$ cat config.mk
export PLATFORM = sky130hd
export DESIGN_NAME = reg_i8_i8b
export DESIGN_NICKNAME = d
export VERILOG_FILES = /design/src/rtl/reg_i8_i8b_pkg.sv /design/src/rtl/reg_i8_i8b_en_dff.sv /design/src/rtl/reg_i8_i8b.sv
export SDC_FILE = /design/constraint.sdc
export NUM_CORES = 1
export LEC_CHECK = 0
export ABC_AREA = 1
export CAP_MARGIN = 20
export CORE_AREA = 2 2 39 41
export CTS_CLUSTER_DIAMETER = 60
export DETAILED_ROUTE_END_ITERATION = 10
export DIE_AREA = 0 0 41 43
export MAX_ROUTING_LAYER = met4
export PLACE_DENSITY = 0.67
export SLEW_MARGIN = 40
export SYNTH_ARGS = -nofsm -noshare
export SYNTH_HDL_FRONTEND = slang
export SYNTH_SLANG_ARGS = --single-unit
$ cat constraint.sdc
create_clock -name clock -period 0.9 [get_ports clock]
set_input_delay 0.09 -clock clock [delete_from_list [all_inputs] [get_ports clock]]
set_output_delay 0.09 -clock clock [all_outputs]
set_load 0.05 [all_outputs]
$ cat src/rtl/reg_i8_i8b_pkg.sv
// Shared types and defaults for the reg_i8_i8b enabled data register.
// Optional parity output is controlled by REG_I8_I8B_PARITY_EN (see reg_i8_i8b.sv).
package reg_i8_i8b_pkg;

    localparam int               WIDTH = 8;
    localparam logic [WIDTH-1:0] INIT  = 8'd3;

    typedef logic [WIDTH-1:0] data_t;

    // Odd parity of a data word: 1 when it holds an odd number of set bits.
    function automatic logic odd_parity(input data_t v);
        return ^v;
    endfunction

endpackage

$ cat src/rtl/reg_i8_i8b_en_dff.sv
// Generic WIDTH-bit flop with load enable and an asynchronous active-low reset
// that forces a parameterised reset value.
module en_dff #(
    parameter int               WIDTH   = 8,
    parameter logic [WIDTH-1:0] RST_VAL = '0
) (
    input  logic             clock,
    input  logic             reset,
    input  logic             en,
    input  logic [WIDTH-1:0] d,
    output logic [WIDTH-1:0] q
);

    // NOTE: sequential state uses non-blocking assignments so every flop
    // samples pre-edge values regardless of process ordering.
    always_ff @(posedge clock or negedge reset) begin
        if (!reset) begin
            q <= RST_VAL;
        end else if (en) begin
            q <= d;
        end
    end

endmodule

$ cat src/rtl/reg_i8_i8b.sv
// Enabled i8 -> i8 storage register with non-zero reset value; y comes straight
// from the flop. Define REG_I8_I8B_PARITY_EN to add a registered y_par output.
module reg_i8_i8b
    import reg_i8_i8b_pkg::*;
#(
    parameter int               WIDTH = reg_i8_i8b_pkg::WIDTH,
    parameter logic [WIDTH-1:0] INIT  = reg_i8_i8b_pkg::INIT
) (
    input  logic             clock,
    input  logic             reset,
    input  logic [WIDTH-1:0] a,
    input  logic             en,
    output logic [WIDTH-1:0] y
`ifdef REG_I8_I8B_PARITY_EN
    ,
    output logic             y_par
`endif
);

    en_dff #(
        .WIDTH   (WIDTH),
        .RST_VAL (INIT)
    ) u_q (
        .clock (clock),
        .reset (reset),
        .en    (en),
        .d     (a),
        .q     (y)
    );

`ifdef REG_I8_I8B_PARITY_EN
    logic w_a_par;

    // Parity is computed from the incoming word so it lands on the same edge as y.
    assign w_a_par = ^a;

    en_dff #(
        .WIDTH   (1),
        .RST_VAL (^INIT)
    ) u_par (
        .clock (clock),
        .reset (reset),
        .en    (en),
        .d     (w_a_par),
        .q     (y_par)
    );
`endif

endmodule

## Yosys cells after proc, flatten, opt, wreduce, memory -nomap -nowiden

Index checks and enable logic that the tools add are counted.

| cells by class | value |
|---|---|
| shift-type cells | 0 |
| muxes and demuxes | 0 |
| equality and inequality tests | 0 |
| magnitude comparators | 0 |
| reductions and logical operators | 0 |
| $mul | 0 |
| $add $sub $neg | 0 |
| bitwise gates (word level) | 0 |
| div/mod/pow operators | 0 |

| word-level totals | value |
|---|---|
| memories kept | 0 |
| ROM bits | 0 |
| bits in latches | 0 |
| flip-flop bits (word level) | 8 |
| input port bits | 11 |
| memory bits (writable) | 0 |

## Logic depth before layout (Yosys ltp)

| depth | value |
|---|---|
| word-level depth | 0 |
| mapped depth | 4 |

## Worst setup path before layout

OpenSTA, ideal clock, no wires.

| timing | value |
|---|---|
| path type | register to register |
| start point | register u_q.q[0] (netlist name) |
| end point | register u_q.q[0] |
| setup slack | 39 ps |
| required time | 840 ps |
| clock period less this slack | 861 ps |
| cell stages (with the launch flop) | 3 |
| data arrival time | 801 ps |
| cell sequence | dfstp_2 -> nand2_1 -> nand2_1 |

RTL lines:

| element | line | RTL |
|---|---|---|
| to (signal assigned) | reg_i8_i8b_en_dff.sv:18 | `q <= RST_VAL;` |
| to (signal assigned) | reg_i8_i8b_en_dff.sv:20 | `q <= d;` |
| to (decl) | reg_i8_i8b_en_dff.sv:11 | `output logic [WIDTH-1:0] q` |

## Worst setup path in the final report

| timing | value |
|---|---|
| start point | register u_q.q[0] |
| end point | output y[0] |

RTL lines:

| element | line | RTL |
|---|---|---|
| to (decl) | reg_i8_i8b.sv:13 | `output logic [WIDTH-1:0] y` |

No word-level cell between the ends.

==> results.sh <==
export IMPL_run_status="finished with violations"
export IMPL_violations="negative setup slack"
export IMPL_grt_overflow=0
export IMPL_die_area_um2=1760
export IMPL_post_place_ws_ns=-0.0408
export IMPL_ys_ff_latch=8
export IMPL_power_leakage_nw=0.319
export IMPL_dp_cells=69
export IMPL_cts_buffers=3
export IMPL_cp_num_buf_inv=1
export IMPL_first_pass_iters=4
export IMPL_syn_area_um2=308
export IMPL_wl_per_cell_um=8.24
export IMPL_r2r_end="u_q.q[1]"
export IMPL_vdd_drop_max_mv=0.806
export IMPL_ant_nets=0
export IMPL_ys_seq_area_share_pct=65.9
export IMPL_critPathMaxFanout=2
export IMPL_first_global_vias=253
export IMPL_drc=0
export IMPL_holdWs_ns=0.103
export IMPL_powerDensity_nw_per_um2=1690
export IMPL_cts_root_buf="clkbuf_4"
export IMPL_drt_wl_total_um=626
export IMPL_nets=72
export IMPL_top_regs="u_q.q x8"
export IMPL_required_ns=0.81
export IMPL_largest_register_ffs=8
export IMPL_worst_slew_pin_slew_ns=0.343
export IMPL_setup_violations_final=7
export IMPL_clockBufferDepth=2
export IMPL_final_layout_size_suffix_gt1_share_pct=31.7
export IMPL_fillCellCount=132
export IMPL_drt_initial_drc_count=3
export IMPL_cts_hold_repair_buffers=0
export IMPL_grt_pass1_wl_um=1040
export IMPL_start_util_pct=22.2
export IMPL_final_cells=76
export IMPL_largest_register="u_q.q"
export IMPL_placed_area_um2=592
export IMPL_swShare_pct=29.9
export IMPL_rsz0062_at_grt="true"
export IMPL_r2r_cells=3
export IMPL_multi_input_area_um2=90.1
export IMPL_synthToLayoutAreaGrowth_pct=108
export IMPL_arrival_ns=0.93
export IMPL_row_count=14
export IMPL_finalHoldViolCount=0
export IMPL_crit_path_top_delay_cell="dfstp_2"
export IMPL_die_h_um=43
export IMPL_grt_use_total_pct=9.57
export IMPL_path_class="reg2out"
export IMPL_p_sw_mw=0.325
export IMPL_cts_resized=0
export IMPL_start_kind="flop"
export IMPL_antenna_found_initial=0
export IMPL_clk_pin_slew_ns=0.06
export IMPL_r2r_slack_ns=0.09
export IMPL_vias=287
export IMPL_ys_warn_count=0
export IMPL_cts_sinks=8
export IMPL_layout_area_seq_um2=203
export IMPL_finalClockSkew_ns=0
export IMPL_die_w_um=41
export IMPL_avgSynthCellArea_um2=9.05
export IMPL_port_buffer_count=18
export IMPL_place_congestion=0.588
export IMPL_drv_cap=0
export IMPL_cpPeakStageDelay_ns=0.55
export IMPL_crit_family="flip-flops"
export IMPL_cp_end_kind="output port"
export IMPL_r2r_start="u_q.q[1]"
export IMPL_hp_class="in2async"
export IMPL_p_clk_share_pct=26.9
export IMPL_cts_tree="built"
export IMPL_ios=19
export IMPL_synth_cell_types=5
export IMPL_stdcell_area_um2=641
export IMPL_path_cells="buf_12"
export IMPL_diodes=0
export IMPL_maxSlewViolCount=0
export IMPL_max_slew_margin_rel_pct=77.0
export IMPL_drt_vias_per_instance=3.78
export IMPL_fmax_mhz=980
export IMPL_seqPwrFrac_pct=39.9
export IMPL_period_share_pct=113
export IMPL_clk_latency_ns=0.24
export IMPL_layout_min_cycle_time_ns=1.02
export IMPL_cts_max_level=1
export IMPL_synth_nets=45
export IMPL_comb_power_share_pct=33.3
export IMPL_p_int_mw=0.760
export IMPL_fin_ws_ns=-0.121
export IMPL_grt_max_degree=9
export IMPL_design_core_area_um2=1380
export IMPL_postSynthCellCount=34
Yosys cell counts:
library cell / count / area (µm²)
dfstp_2: 2 / 52.6
nand2_1: 24 / 90.1
buf_6: 1 / 11.3
inv_2: 1 / 3.75
dfrtp_1: 6 / 150
stage by stage:
stage	TNS [ns]	utilization (%)	power [mW]
after floorplan	0	-	0.576
after global placement	-0.121	42.8	0.784
after detailed placement	-0.201	42.8	0.786
after CTS	-0.378	45.2	1.09
after global routing	-0.453	46.3	1.13
final	-0.286	46.3	1.09
routing by layer:
metal / track usage [%] / vias to the layer above / part of all wire [%]
met5: - / - / 0
li1: - / 155 / -
met1: 11.7 / 117 / 39
met3: 3.66 / 2 / 11
met4: 10.0 / 0 / 1.3
met2: 10.9 / 13 / 48
power by group through the flow:
| stage | registers (mW) | clock network [mW] | logic, mW |
|---|---|---|---|
| global route | 0.435 | 0.318 | 0.381 |
| detailed placement | 0.440 | 0 | 0.346 |
| floorplan | 0.535 | 0 | 0.0402 |
| global placement | 0.439 | 0 | 0.345 |
| finish | 0.433 | 0.291 | 0.361 |
| CTS | 0.434 | 0.303 | 0.353 |
logic make-up after synthesis:
family,synth area share [%]
and+or+nand+nor,29.3
DFF,65.9
buffers and inverters,4.88
placed cells by master (no fill, tap or decap):
master	n
clkdlybuf4s50_1	10
buf_4	5
dfstp_2	2
inv_2	1
buf_12	8
clkbuf_1	1
clkbuf_4	3
nand2_1	24
dfrtp_1	6
how the worst max path moves through the flow:
stage,from,endpoint,slack [ns],cells past startpoint
after global routing,u_q.q[0],y[0],-0.15,1
after global placement,en,u_q.q[4],-0.02,4
final,u_q.q[0],y[0],-0.12,1
after CTS,u_q.q[0],y[0],-0.13,1
after detailed placement,en,u_q.q[4],-0.04,4
after floorplan,u_q.q[0],u_q.q[0],0.04,2
repair_timing:
| item | 4_1_cts | 5_1_grt |
|---|---|---|
| setup endpoints to repair | 8 | 8 |
| setup buffers | 1 | 2 |
| pin swaps | 0 | 0 |
final cells by class:
type / count / share of cell area (%)
Clock buffer: 4 / 4.10
Inverter: 1 / 0.586
Multi-Input combinational cell: 24 / 14.1
Sequential cell: 8 / 31.6
Tap cell: 16 / 3.13
Timing Repair Buffer: 23 / 46.5
(Power assumes the default switching activity.)
